[config.mk]
export PLATFORM = sky130hd
export DESIGN_NAME = pc_sequencer_flat
export DESIGN_NICKNAME = d
export VERILOG_FILES = /design/src/rtl/pc_seq_pkg.sv /design/src/rtl/pc_sequencer_if.sv /design/src/rtl/pc_ras.sv /design/src/rtl/pc_sequencer.sv /design/src/flat_wrapper.sv
export SDC_FILE = /design/constraint.sdc
export NUM_CORES = 1
export LEC_CHECK = 0
export ABC_CLOCK_PERIOD_IN_PS = 2700
export CAP_MARGIN = 40
export CORE_MARGIN = 5
export CORE_UTILIZATION = 41
export DETAILED_ROUTE_END_ITERATION = 10
export GPL_TIMING_DRIVEN = 0
export HOLD_SLACK_MARGIN = 0.15
export PLACE_DENSITY = 0.81
export SLEW_MARGIN = 25
export SYNTH_ARGS = -nofsm -noshare
export SYNTH_HDL_FRONTEND = slang
export SYNTH_SLANG_ARGS = --single-unit
[constraint.sdc]
create_clock -name clk -period 2.7 [get_ports clk]
set_input_delay 0.54 -clock clk [delete_from_list [all_inputs] [get_ports clk]]
set_output_delay 0.54 -clock clk [all_outputs]
set_load 0.02 [all_outputs]
[src/rtl/pc_seq_pkg.sv]
// Shared types for the fetch-address sequencer: FSM states, next-PC selects
// and the return-address stack depth.
package pc_seq_pkg;

    typedef enum logic [1:0] {
        BOOT = 2'd0,
        RUN  = 2'd1,
        HALT = 2'd2
    } state_t;

    typedef enum logic [2:0] {
        SEL_HOLD   = 3'd0,
        SEL_INC    = 3'd1,
        SEL_BRANCH = 3'd2,
        SEL_JUMP   = 3'd3,
        SEL_RET    = 3'd4
    } sel_t;

    localparam int RAS_DEPTH = 4;

endpackage

[src/rtl/pc_sequencer_if.sv]
// Redirect/fetch-address bundle between decode/execute and the PC sequencer.
// call/ret exist only when PC_SEQ_RAS_EN is defined.
interface pc_sequencer_if #(
    parameter int PC_W = 8
);
    logic            stall;
    logic            branch_taken;
    logic [PC_W-1:0] branch_offset;
    logic            jump;
    logic [PC_W-1:0] jump_target;
    logic            halt;
    logic            resume;
    logic [PC_W-1:0] pc;
    logic            pc_valid;
    logic            halted;
`ifdef PC_SEQ_RAS_EN
    logic            call;
    logic            ret;

    modport master (
        output stall, branch_taken, branch_offset, jump, jump_target,
               halt, resume, call, ret,
        input  pc, pc_valid, halted
    );
    modport slave (
        input  stall, branch_taken, branch_offset, jump, jump_target,
               halt, resume, call, ret,
        output pc, pc_valid, halted
    );
`else
    modport master (
        output stall, branch_taken, branch_offset, jump, jump_target,
               halt, resume,
        input  pc, pc_valid, halted
    );
    modport slave (
        input  stall, branch_taken, branch_offset, jump, jump_target,
               halt, resume,
        output pc, pc_valid, halted
    );
`endif
endinterface

[src/rtl/pc_ras.sv]
// Circular return-address stack; a push when full overwrites the oldest entry,
// a pop when empty yields RESET_VECTOR and leaves the depth at zero.
module pc_ras
    import pc_seq_pkg::*;
#(
    parameter int              PC_W         = 8,
    parameter logic [PC_W-1:0] RESET_VECTOR = 8'h00
) (
    input  logic            clk,
    input  logic            reset,
    input  logic            push,
    input  logic            pop,
    input  logic [PC_W-1:0] push_data,
    output logic [PC_W-1:0] top
);
    localparam int             PTR_W     = $clog2(RAS_DEPTH);
    localparam logic [PTR_W-1:0] PTR_ONE   = PTR_W'(1);
    localparam logic [PTR_W-1:0] PTR_ZERO  = PTR_W'(0);
    localparam logic [PTR_W:0]   DEPTH_ONE = (PTR_W + 1)'(1);
    localparam logic [PTR_W:0]   DEPTH_ZERO = (PTR_W + 1)'(0);
    localparam logic [PTR_W:0]   DEPTH_MAX = (PTR_W + 1)'(RAS_DEPTH);

    logic [PC_W-1:0]  entry_r [RAS_DEPTH];
    logic [PTR_W-1:0] wr_ptr_r;
    logic [PTR_W:0]   depth_r;
    logic [PTR_W-1:0] top_ptr_s;

    assign top_ptr_s = wr_ptr_r - PTR_ONE;

    // Top-of-stack read, falling back to the reset vector when empty
    always_comb begin
        top = RESET_VECTOR;
        if (depth_r != DEPTH_ZERO) begin
            top = entry_r[top_ptr_s];
        end else begin
            top = RESET_VECTOR;
        end
    end

    // Write pointer and depth bookkeeping; pop takes precedence over push
    always_ff @(posedge clk) begin
        if (reset) begin
            wr_ptr_r <= PTR_ZERO;
            depth_r  <= DEPTH_ZERO;
        end else if (pop) begin
            if (depth_r != DEPTH_ZERO) begin
                wr_ptr_r <= top_ptr_s;
                depth_r  <= depth_r - DEPTH_ONE;
            end
        end else if (push) begin
            wr_ptr_r <= wr_ptr_r + PTR_ONE;
            if (depth_r != DEPTH_MAX) begin
                depth_r <= depth_r + DEPTH_ONE;
            end
        end
    end

    // Entry storage, written at the pointer which also marks the oldest entry when full
    always_ff @(posedge clk) begin
        if (push && !pop) begin
            entry_r[wr_ptr_r] <= push_data;
        end
    end

endmodule

[src/rtl/pc_sequencer.sv]
// Program counter owner for the fetch path: BOOT/RUN/HALT FSM plus next-PC mux.
// Define PC_SEQ_RAS_EN to add call/ret with a 4-entry return-address stack.
module pc_sequencer
    import pc_seq_pkg::*;
#(
    parameter int              PC_W         = 8,
    parameter logic [PC_W-1:0] RESET_VECTOR = 8'h00
) (
    input  logic              clk,
    input  logic              reset,
    pc_sequencer_if.slave     bus
);
    localparam logic [PC_W-1:0] PC_ONE = PC_W'(1);

    state_t          state_r;
    state_t          state_s;
    sel_t            sel_s;
    logic [PC_W-1:0] pc_r;
    logic [PC_W-1:0] pc_s;
    logic [PC_W-1:0] pc_inc_s;
    logic [PC_W-1:0] pc_branch_s;
    logic [PC_W-1:0] ras_top_s;
    logic            pc_valid_r;
    logic            halted_r;
    logic            ras_push_s;
    logic            ras_pop_s;

    assign pc_inc_s    = pc_r + PC_ONE;
    // Same-width add wraps exactly as a sign-extended offset would
    assign pc_branch_s = pc_r + bus.branch_offset;

`ifdef PC_SEQ_RAS_EN
    pc_ras #(
        .PC_W         (PC_W),
        .RESET_VECTOR (RESET_VECTOR)
    ) u_ras (
        .clk       (clk),
        .reset     (reset),
        .push      (ras_push_s),
        .pop       (ras_pop_s),
        .push_data (pc_inc_s),
        .top       (ras_top_s)
    );
`else
    assign ras_top_s = pc_r;
`endif

    // Next-state and next-PC select with the redirect priority order
    always_comb begin
        state_s    = state_r;
        sel_s      = SEL_HOLD;
        ras_push_s = 1'b0;
        ras_pop_s  = 1'b0;
        case (state_r)
            BOOT: begin
                state_s = RUN;
                sel_s   = SEL_HOLD;
            end
            RUN: begin
                if (bus.halt) begin
                    state_s = HALT;
                    sel_s   = SEL_HOLD;
                end else if (bus.stall) begin
                    sel_s = SEL_HOLD;
`ifdef PC_SEQ_RAS_EN
                end else if (bus.ret) begin
                    sel_s     = SEL_RET;
                    ras_pop_s = 1'b1;
                end else if (bus.call) begin
                    sel_s      = SEL_JUMP;
                    ras_push_s = 1'b1;
`endif
                end else if (bus.jump) begin
                    sel_s = SEL_JUMP;
                end else if (bus.branch_taken) begin
                    sel_s = SEL_BRANCH;
                end else begin
                    sel_s = SEL_INC;
                end
            end
            HALT: begin
                if (bus.resume && !bus.halt) begin
                    state_s = RUN;
                    sel_s   = SEL_INC;
                end else begin
                    state_s = HALT;
                    sel_s   = SEL_HOLD;
                end
            end
            default: begin
                state_s = BOOT;
                sel_s   = SEL_HOLD;
            end
        endcase
    end

    // Next-PC mux
    always_comb begin
        pc_s = pc_r;
        case (sel_s)
            SEL_INC:    pc_s = pc_inc_s;
            SEL_BRANCH: pc_s = pc_branch_s;
            SEL_JUMP:   pc_s = bus.jump_target;
            SEL_RET:    pc_s = ras_top_s;
            SEL_HOLD:   pc_s = pc_r;
            default:    pc_s = pc_r;
        endcase
    end

    // State, PC and status registers; status is decoded from the next state
    always_ff @(posedge clk) begin
        if (reset) begin
            state_r    <= BOOT;
            pc_r       <= RESET_VECTOR;
            pc_valid_r <= 1'b0;
            halted_r   <= 1'b0;
        end else begin
            state_r    <= state_s;
            pc_r       <= pc_s;
            pc_valid_r <= (state_s == RUN);
            halted_r   <= (state_s == HALT);
        end
    end

    assign bus.pc       = pc_r;
    assign bus.pc_valid = pc_valid_r;
    assign bus.halted   = halted_r;

endmodule
[src/flat_wrapper.sv]
// flat-port wrapper written by rule: the top's interface ports become plain ports
module pc_sequencer_flat import pc_seq_pkg::*;
#(
    parameter int              PC_W         = 8,
    parameter logic [PC_W-1:0] RESET_VECTOR = 8'h00
)
  (clk, reset, bus_stall, bus_branch_taken, bus_branch_offset, bus_jump, bus_jump_target, bus_halt, bus_resume, bus_pc, bus_pc_valid, bus_halted);
  pc_sequencer_if #(.PC_W(PC_W)) bus_i ();
  input  logic clk;
  input  logic reset;
  input wire logic [$bits(bus_i.stall)-1:0] bus_stall;
  input wire logic [$bits(bus_i.branch_taken)-1:0] bus_branch_taken;
  input wire logic [$bits(bus_i.branch_offset)-1:0] bus_branch_offset;
  input wire logic [$bits(bus_i.jump)-1:0] bus_jump;
  input wire logic [$bits(bus_i.jump_target)-1:0] bus_jump_target;
  input wire logic [$bits(bus_i.halt)-1:0] bus_halt;
  input wire logic [$bits(bus_i.resume)-1:0] bus_resume;
  output wire logic [$bits(bus_i.pc)-1:0] bus_pc;
  output wire logic [$bits(bus_i.pc_valid)-1:0] bus_pc_valid;
  output wire logic [$bits(bus_i.halted)-1:0] bus_halted;
  assign bus_i.stall = bus_stall;
  assign bus_i.branch_taken = bus_branch_taken;
  assign bus_i.branch_offset = bus_branch_offset;
  assign bus_i.jump = bus_jump;
  assign bus_i.jump_target = bus_jump_target;
  assign bus_i.halt = bus_halt;
  assign bus_i.resume = bus_resume;
  assign bus_pc = bus_i.pc;
  assign bus_pc_valid = bus_i.pc_valid;
  assign bus_halted = bus_i.halted;
  pc_sequencer #(.PC_W(PC_W), .RESET_VECTOR(RESET_VECTOR)) u_core (.clk(clk), .reset(reset), .bus(bus_i));
endmodule
Word-level counts from Yosys, hierarchy flattened. Cells that the tools add are included.

Input bits: 23. Register bits: 12. Logic and storage cells: 27.

Reductions and logical operators: 4. Equal/unequal tests: 7. Add/sub/neg operators: 2. Multiplexer cells: 10.

Operators with widths (number): $pmux 8 s3 (1); $mux 3 (3); $add 8x1->8 const B (1); $add 8x8->8 (1); $eq 3x2->1 const B (2); $mux 2 (3); $pmux 2 s3 (1); $pmux 3 s2 (1); $eq 2x1->1 const B (2); $eq 2x2->1 const B (2); $eq 3x1->1 const B (1); $reduce_bool 3->1 (1); $logic_not 2->1 (1); $logic_and 1x1->1 (1); $logic_not 1->1 (1); $mux 1 (1).

Logic depth before layout (Yosys ltp). Gate-level depths: netlist of the first run.

Depth after elaboration: 7. Gate-level depth with buffers: 13. Gate-level depth less buffers: 13.

Least setup slack after synthesis of the first run. Ideal clock, no wire load.

Path type: flip-flop to flip-flop. Start: register u_core.state_r[0]. End: register u_core.pc_r[4], in the netlist u_core.bus.pc[4]. Clock period less this slack: 2.687 ns. Buffers on the path: 0. Data arrival time: 2.602 ns. Cell stages (with the launch flop): 14. Setup slack: 0.013 ns. Path through: dfxtp_1 -> inv_1 -> ha_1 -> nand2b_4 -> nor4b_4 -> or2b_1 -> ha_1 -> inv_1 -> fa_1 -> nor2b_1 -> o31a_1 -> a211oi_1 -> a21oi_1 -> a211oi_1.

Longest elaborated chain between the ends: 4. Elaborated cells on any way between the ends: 8. Classes of those cells: 5 x eq/ne; 2 x mux; 1 x reduce/logical.

RTL lines: from (decl) (RTL line pc_sequencer.sv:15) `state_t state_r;`; from (signal assigned) (RTL line pc_sequencer.sv:118) `state_r <= state_s;`; $eq 2x2->1 or $eq 2x1->1 (tied branches) (RTL line pc_sequencer.sv:54) `case (state_r)`; $pmux 3 s2 * (RTL line pc_sequencer.sv:54); $eq 3x2->1 or $eq 3x1->1 (tied branches) (RTL line pc_sequencer.sv:100) `case (sel_s)`; $pmux 8 s3 or $reduce_bool 3->1 (tied branches); to (signal assigned) (RTL line pc_sequencer.sv:119) `pc_r <= pc_s;`; to (decl) (RTL line pc_sequencer.sv:18) `logic [PC_W-1:0] pc_r;`.

Every way passes the cells marked *; elsewhere a longest branch is shown, timed or not. A chain may end at the register's enable or synchronous reset.

Worst setup path after layout of the first run.
Start: register u_core.state_r[1]. End: register u_core.pc_r[6], in the netlist u_core.bus.pc[6].

The elaborated chain is that of the path after synthesis.

==> impl_metrics.ini, run 1 <==
[sta]
whs_ns = 0.520
final_hold_viol_count = 0
slew_viol_final = 0
setup_viol = 0
max_slew.worst_pin.slew_ns = 0.525
skew_ns = 0.000942
fmax_mhz = 376
min_period_ns = 2.66
setup_slack_ns = 0.0399
period_share_pct = 98.5
slew_headroom_pct = 65.0

[cts]
numCtsBuffers = 3
cts_tree = done
clock-sinks = 12
h-tree-depth = 1
ctsLongestPathBuffers = 2
clockRootBuffer = clkbuf_4
path_clk_slew_ns = 0.09
clock_latency_ns = 0.28

[placed_design]
portBuffers = 32
gp_congestion = 0.808
dp_slack_ns = -0.786
place_area_um2 = 1340
hpwl_um = 1960

[min_path]
hold_class = flip-flop to flip-flop
min-delay-start = u_core.bus.pc[5]$_SDFFE_PP0P_

[logic_synthesis]
ys_seq_area_share_pct = 24.3
syn_area_um2 = 987
synthCells = 109
post_synth_main_area_contributors = dfxtp_1, ha_1, a211oi_1
syn-mean-instance-area_um2 = 9.06
synth_area_leader_cell = dfxtp_1
synth-seq-cells = 12
yosysTopAreaCellShare_pct = 24.3
synth_fp_nets = 144
synth_cell_types = 37
yosysWarnings = 0

[critical_path]
path_delay_family = adder cells
r2r-start = u_core.state_r[1]$_SDFF_PP0_
critPathBufInv = 2
cp-start-kind = flip-flop
cp.required_ns = 2.85
worstSetupPathType = flip-flop to flip-flop
crit_path_start = u_core.state_r[1]$_SDFF_PP0_
cp.arrival_ns = 2.81
max_stage_delay_ns = 0.38
worst-path-max-fanout = 3
crit_path_cell_trace = inv_4, ha_4, nand2b_4, nor4b_4, or2b_1, ha_4, inv_2, fa_2, nor2b_4, o31a_1, o22ai_2, mux2i_1, a21oi_1
cp_slowest_cell = dfxtp_4
critPathMostFrequentCell = ha_4
end_kind = flip-flop

[drt]
avgViaCountPerCell = 5.60
postRouteAntennaNets = 0
drt-pass1-iter-count = 6
vias = 1025
drc = 0
wirelength_um = 3170
drt_iter0_drc = 36
wl_per_cell_um = 17.3

[power_and_ir_drop]
ir_drop_mv = 0.258
p_per_area_nw_per_um2 = 361
total_power_uw = 575
p_leak_uw = 0.000646

[run_status]
status = completed

[cells_and_area]
stdcell_area_um2 = 1590
fin_nets = 191
antennaDiodeCount = 0
drive_above_1_share_pct = 33.5
layout_commonest_cell = clkdlybuf4s50_1
areaGrowthSynthToFinish_pct = 61.3
layout_common_cells = clkdlybuf4s50_1, buf_4, dfxtp_1
multi_input_area_um2 = 836
n_fill_cell = 167
regArea_um2 = 248

[grt]
grt_max_degree = 11
grt_pass1_vias = 1018
gr-total-overflow = 0
grt_pass1_wl_um = 4730
antenna_found_initial = 0
track_usage_pct = 17.9

[floorplan]
die_h_um = 59.1
pin_count = 33
core_area_um2 = 2250
start_util_pct = 43.8
row_count = 17
die_w_um = 59.1
die_area_um2 = 3490

[job]
maxCapViolations = 0
[power by group]
group	internal (uW)	switching, uW
registers	193	14.1
clock network	82.0	69.2
logic	116	99.9
[through the flow]
step	setup TNS [ns]	instances	util (%)
after floorplan	0	109	-
after global placement	-3.82	169	59.5
after detailed placement	-4.39	169	59.5
after CTS	0	181	66.1
after global routing	-0.0545	183	70.6
final	0	183	70.6
[cells in the mapped netlist]
library cell and number:
nor3b_1 2, xor2_1 1, dfxtp_1 12, mux2i_1 4, and2_2 5, nor3_1 2
and3_1 1, nor2b_1 2, a22oi_1 3, fa_1 1, a21o_1 1, nor4b_4 1
xnor2_1 1, o21ai_0 3, a21oi_1 9, clkbuf_1 1, ha_1 11, o21a_1 2
nor2_1 8, or2_2 2, a211oi_1 9, o211ai_1 2, nand2_2 1, or2b_1 2
o31a_1 1, or3_1 1, xnor3_1 1, a31oi_1 1, a21o_2 1, inv_1 7
buf_2 1, nor3_4 1, buf_6 1, nand2_1 3, o22ai_1 2, a2111oi_0 1
nand2b_4 2
[worst min-delay path: cells and delay by family, from the launching register on]
family	cells	cell delay, ns
DFF	1	0.33
AOI/OAI and AO/OA	1	0.05
and+or+nand+nor	1	0.10
[registers in the layout, indices dropped and copies added (netlist names)]
name	count
u_core.bus.pc_valid	1
u_core.bus.halted	1
u_core.bus.pc	8
u_core.state_r	2
[repair_timing]
item,in CTS,in global routing
pin swaps,8,11
hold buffers,0,0
resized for setup,17,22
setup buffers,8,2
setup endpoints to repair,7,5
[metal layers]
| layer | vias up | part of all wire [%] | GRT usage (%) |
|---|---|---|---|
| met4 | 0 | 3.7 | 6.80 |
| met2 | 42 | 52 | 31.7 |
| li1 | 490 | - | - |
| met3 | 11 | 4.2 | 2.83 |
| met5 | - | 0 | 0 |
| met1 | 482 | 40 | 21.3 |
[kinds of logic after synthesis]
group	count (synthesis)	synth area share (%)
compound gates	35	23.6
xor+xnor	3	4.06
buf+inv	10	4.69
simple gates	33	23.3
mux	4	4.06
flops	12	24.3
fa+ha+maj	12	16.0
[path summary, 6_finish.rpt]
check                                                     end  slack (ns)  cells after the start
worst max-delay path            u_core.bus.pc[6]$_SDFFE_PP0P_        0.04                     13
worst min-delay path            u_core.bus.pc[5]$_SDFFE_PP0P_        0.52                      2
worst max register to register  u_core.bus.pc[6]$_SDFFE_PP0P_        0.04                     13
worst min register to register  u_core.bus.pc[5]$_SDFFE_PP0P_        0.52                      2
[cell type report]
class	instances	area share [%]
clock buffers	4	2.28
well taps	28	2.20
repair buffers	42	24.4
plain buffers	3	1.26
flip-flops and latches	12	15.6
multi-input cells	87	52.5
inverters	7	1.81
Note: power is estimated with default switching activity, not from simulation.
==> run 2: changes to the inputs <==
ABC_CLOCK_PERIOD_IN_PS = 2300   (was 2700)
clock period = 2.3 ns   (was 2.7 ns; I/O delays follow)
==> run 2 against run 1 <==
Effect of this change:
- the flow now finishes with violations (negative setup slack)
- clock power increased by 17%
- hold slack improved by 0.040 ns
- highest routed layer unchanged
- power increased by 17%
- die area unchanged
- critical path depth unchanged
- non-clock buffer count increased by 3
- sequential power increased by 19%
- cell count increased by 1.6%
- clock skew increased by 0.0074 ns
- via count increased by 0.49%
- largest power group unchanged
- global-route usage decreased by 1.3 points
==> impl_metrics.ini, run 2 (synthesized netlist as in run 1, its figures left out) <==
[run_status]
status = finished, violations left
violations = negative setup slack

[cts]
path_clk_slew_ns = 0.09
clock-sinks = 12
clock_latency_ns = 0.28
h-tree-depth = 1
numCtsBuffers = 3
ctsLongestPathBuffers = 2
cts_tree = done
ctsHoldBuffers = 0
clockRootBuffer = clkbuf_4

[drt]
route.top_layer_used = met4
wl_met3_um = 99
drt_iter0_drc = 16
drc = 0
wirelength_um = 2930
avgViaCountPerCell = 5.54
vias = 1030
m1WireLength_um = 1200
met2_wirelength_um = 1540
wl_per_cell_um = 15.8
drt-pass1-iter-count = 4
postRouteAntennaNets = 0

[placed_design]
place_area_um2 = 1380
portBuffers = 32
dp_slack_ns = -1.03
hpwl_um = 1890
gp_congestion = 0.786

[cells_and_area]
fin_nets = 194
n_fill_cell = 167
antennaDiodeCount = 0
drive_above_1_share_pct = 36.1
stdcell_area_um2 = 1630
areaGrowthSynthToFinish_pct = 64.8
regArea_um2 = 248
layout_common_cells = clkdlybuf4s50_1, buf_4, dfxtp_1
largest_reg_flops = 8
multi_input_area_um2 = 843
layout_commonest_cell = clkdlybuf4s50_1

[sta]
fmax_mhz = 377
final_hold_viol_count = 0
slew_viol_final = 0
setup_slack_ns = -0.351
period_share_pct = 115
min_period_ns = 2.65
rsz0062_at_grt = true
slew_headroom_pct = 64.4
setup_viol = 7
whs_ns = 0.560
skew_ns = 0.00837
max_slew.worst_pin.slew_ns = 0.533

[grt]
track_usage_pct = 16.5
grt_max_degree = 11
antenna_found_initial = 0
gr-total-overflow = 0
grt_pass1_wl_um = 4450
grt_pass1_vias = 1057

[critical_path]
crit_path_start = u_core.state_r[0]$_SDFF_PP0_
r2r-end = u_core.bus.pc[6]$_SDFFE_PP0P_
worst-path-max-fanout = 4
end_kind = flip-flop
cp.arrival_ns = 2.79
max_stage_delay_ns = 0.39
cp-start-kind = flip-flop
crit_path_cell_trace = inv_4, ha_4, nand2b_4, nor4b_4, or2b_1, ha_2, inv_2, fa_2, nor2b_2, o31a_1, o22ai_2, mux2i_1, a21oi_1
r2r-start = u_core.state_r[0]$_SDFF_PP0_
worstSetupPathType = flip-flop to flip-flop
cp_slowest_cell = dfxtp_4
r2r_cells = 13
cp.required_ns = 2.44
r2r_setup_slack_ns = -0.35

[power_and_ir_drop]
p_per_area_nw_per_um2 = 412
p_leak_uw = 0.000655
ir_drop_mv = 0.346
total_power_uw = 671

[floorplan]
row_count = 17
die_h_um = 59.1
core_area_um2 = 2250
start_util_pct = 43.8
die_w_um = 59.1
pin_count = 33
die_area_um2 = 3490

[min_path]
hold_class = flip-flop to flip-flop
worstHoldEndpoint = u_core.bus.pc[5]$_SDFFE_PP0P_
hold_depth = 2
min-delay-start = u_core.bus.pc[5]$_SDFFE_PP0P_

[job]
maxCapViolations = 0
-- run 2: cell count changes in the layout (fill, tap and decap cells not counted), moves of 2 or more --
cell and change:
dlygate4sd2_1 +3, dlymetal6s2s_1 -2, clkbuf_2 -2, buf_4 +3
-- run 2: how the worst max path moves through the flow --
stage / endpoint / slack [ns]
final: u_core.bus.pc[6]$_SDFFE_PP0P_ / -0.35
after global placement: u_core.bus.pc[6]$_SDFFE_PP0P_ / -1.00
after global routing: u_core.bus.pc[6]$_SDFFE_PP0P_ / -0.49
after detailed placement: u_core.bus.pc[6]$_SDFFE_PP0P_ / -1.03
after floorplan: u_core.bus.pc[6]$_SDFFE_PP0P_ / -0.23
after CTS: u_core.bus.pc[6]$_SDFFE_PP0P_ / -0.37
-- run 2: final cells by class --
cell class | count | area share (%)
plain buffers | 3 | 1.23
clock buffers | 4 | 2.23
inverters | 7 | 1.92
multi-input cells | 87 | 51.8
flip-flops and latches | 12 | 15.2
well taps | 28 | 2.15
repair buffers | 45 | 25.4
-- run 2: repair_timing --
action,in CTS,in global routing
endpoints found under the setup margin,8,7
buffers inserted,9,5
cloned,0,0
gates resized for setup,16,13
hold endpoints to repair,0,0
pin swaps,17,12
-- run 2: report_power, final --
group          leakage (uW)  total [uW]  internal (uW)  switching (uW)
clock network     0.0000210         177           96.3            80.8
registers         0.0000989         246            227            18.8
logic              0.000535         248            134             114
-- run 2: layer usage --
metal  up-vias  global-route usage, %
met5         -                      0
met4         0                   10.7
met3        10                   1.53
met2        37                   29.0
met1       488                   18.9
li1        495                      -
-- run 2: per-stage QoR --
stage          TNS, ns  util, %  cells
2_1_floorplan   -0.686        -    109
6_report         -1.80     72.1    186
3_5_place_dp     -6.70     61.0    169
5_1_grt          -2.80     72.1    186
4_1_cts          -1.42     67.1    182
3_3_place_gp     -6.42     61.0    169
-- run 2: critical path: cells and delay by family, from the launching register on --
kind	cells	cell delay, ns
flip-flops	1	0.39
AO/OA/AOI/OAI	3	0.48
multiplexers	1	0.20
adder cells (fa/ha/maj)	3	0.65
buffers and inverters	2	0.11
AND/OR/NAND/NOR	4	0.70
==> run 3: changes to the inputs <==
ABC_CLOCK_PERIOD_IN_PS = 2800   (was 2300)
CORE_UTILIZATION = 45   (was 41)
PLACE_DENSITY = 0.79   (was 0.81)
clock period = 2.8 ns   (was 2.3 ns; I/O delays follow)
==> run 3 against run 2 <==
Effect of this change:
- sequential power shrank 19%
- clock skew shrank 0.0021 ns
- maximum frequency shrank 0.85%
- register-to-register slack gained 0.48 ns
- die area shrank 7.4%
- the flow now finishes without violations
- clock power shrank 18%
- combinational power shrank 25%
==> impl_metrics.ini, run 3 (synthesized netlist as in run 1, its figures left out) <==
[run_status]
status = completed

[grt]
gr-total-overflow = 0
grt_pass1_wl_um = 4410
antenna_found_initial = 0
track_usage_pct = 17.1
grt_pass1_vias = 1056
grt_max_degree = 11

[cells_and_area]
fin_nets = 189
layout_commonest_cell = clkdlybuf4s50_1
n_fill_cell = 163
layout_common_cells = clkdlybuf4s50_1, dfxtp_1, a21oi_1
finish.utilization_pct = 70.0
antennaDiodeCount = 0
largest_reg_flops = 8
areaGrowthSynthToFinish_pct = 52.3
fin_cells = 181
drive_above_1_share_pct = 28.8

[cts]
ctsHoldBuffers = 0
ctsLongestPathBuffers = 2
clock_latency_ns = 0.28
clock-sinks = 12
clockRootBuffer = clkbuf_4
numCtsBuffers = 3
cts_tree = done
h-tree-depth = 1
path_clk_slew_ns = 0.09

[drt]
drt-pass1-iter-count = 4
vias = 997
wirelength_um = 2680
drt_iter0_drc = 24
avgViaCountPerCell = 5.51
drc = 0
postRouteAntennaNets = 0
wl_per_cell_um = 14.8

[sta]
setup_slack_ns = 0.126
slew_viol_final = 0
max_slew.worst_pin.slew_ns = 0.531
min_period_ns = 2.67
rsz0062_at_grt = true
period_share_pct = 95.5
final_hold_viol_count = 0
fmax_mhz = 374
slew_headroom_pct = 64.6
setup_viol = 0
skew_ns = 0.00623

[critical_path]
path_delay_family = adder cells
crit_path_cell_trace = inv_4, ha_4, nand2b_4, nor4b_4, or2b_1, ha_2, inv_2, fa_2, nor2b_4, o31a_1, o22ai_2, mux2i_1, a21oi_1
worstSetupPathType = flip-flop to flip-flop
max_stage_delay_ns = 0.38
worst-path-max-fanout = 4
cp_slowest_cell = dfxtp_4
cp.required_ns = 2.95
end_kind = flip-flop
critPathBufInv = 2
path_depth = 13
cp.arrival_ns = 2.82
r2r_cells = 13
cp-start-kind = flip-flop

[floorplan]
row_count = 17
die_h_um = 56.8
start_util_pct = 46.0
die_w_um = 56.8
pin_count = 33
core_area_um2 = 2150
die_area_um2 = 3230

[job]
maxCapViolations = 0

[power_and_ir_drop]
p_per_area_nw_per_um2 = 355
ir_drop_mv = 0.259
p_leak_uw = 0.000640

[placed_design]
hpwl_um = 1850
dp_slack_ns = -0.668
gp_congestion = 0.791
portBuffers = 32
dp_cells = 169

[min_path]
hold_class = flip-flop to flip-flop
hold_depth = 2
==> run 3: layout make-up <==
| cell class | count | area [um2] | share of cell area, % |
|---|---|---|---|
| timing repair buffer | 40 | 374 | 24.9 |
| multi-input combinational | 87 | 759 | 50.5 |
| clock buffer | 4 | 36.3 | 2.41 |
| tap | 28 | 35.0 | 2.33 |
| buffer | 3 | 20.0 | 1.33 |
| sequential | 12 | 248 | 16.5 |
| inverter | 7 | 31.3 | 2.08 |
==> run 3: per-layer routing <==
metal  GRT usage, %  part of all wire [%]  vias up  wire length (um)
li1               -                     -      485                 -
met1           19.3                    40      470              1080
met2           30.0                    51       31              1360
met3           3.45                   4.7       11               126
met4           8.94                   4.0        0               106
met5              0                     0        -                 0
==> run 3: worst paths after layout <==
path / endpoint / startpoint / slack, ns
hold / removal: u_core.bus.pc[2]$_SDFFE_PP0P_ / u_core.bus.pc[2]$_SDFFE_PP0P_ / 0.52
hold reg to reg: u_core.bus.pc[2]$_SDFFE_PP0P_ / u_core.bus.pc[2]$_SDFFE_PP0P_ / 0.52
setup / recovery: u_core.bus.pc[6]$_SDFFE_PP0P_ / u_core.state_r[1]$_SDFF_PP0_ / 0.13
setup reg to reg: u_core.bus.pc[6]$_SDFFE_PP0P_ / u_core.state_r[1]$_SDFF_PP0_ / 0.13
==> run 3: per-stage QoR <==
step / hold slack [ns] / TNS [ns] / instance area [um2] / power [uW]
after floorplan: 0.585 / 0 / 987 / 292
after global placement: 0.503 / -3.08 / 1340 / 353
after detailed placement: 0.515 / -3.44 / 1340 / 358
after CTS: 0.528 / 0 / 1440 / 511
after global routing: 0.568 / -0.0571 / 1500 / 556
final: 0.525 / 0 / 1500 / 534
==> run 3: report_power, final <==
group	leakage (uW)	internal (uW)	switching (uW)
sequential	0.0000989	186	13.9
clock	0.0000210	79.2	67.1
combinational	0.000520	101	86.1
==> run 3: worst min-delay path: cells and delay by family (launching register included) <==
family / cells / cell delay [ns]
AO/OA/AOI/OAI: 1 / 0.05
AND/OR/NAND/NOR: 1 / 0.10
flip-flops: 1 / 0.33
==> run 3: timing repair <==
item	in CTS	in global routing
pin swaps	6	7
endpoints found under the setup margin	7	5
hold endpoints to repair	0	0
gates resized for setup	12	19
setup buffers	4	4
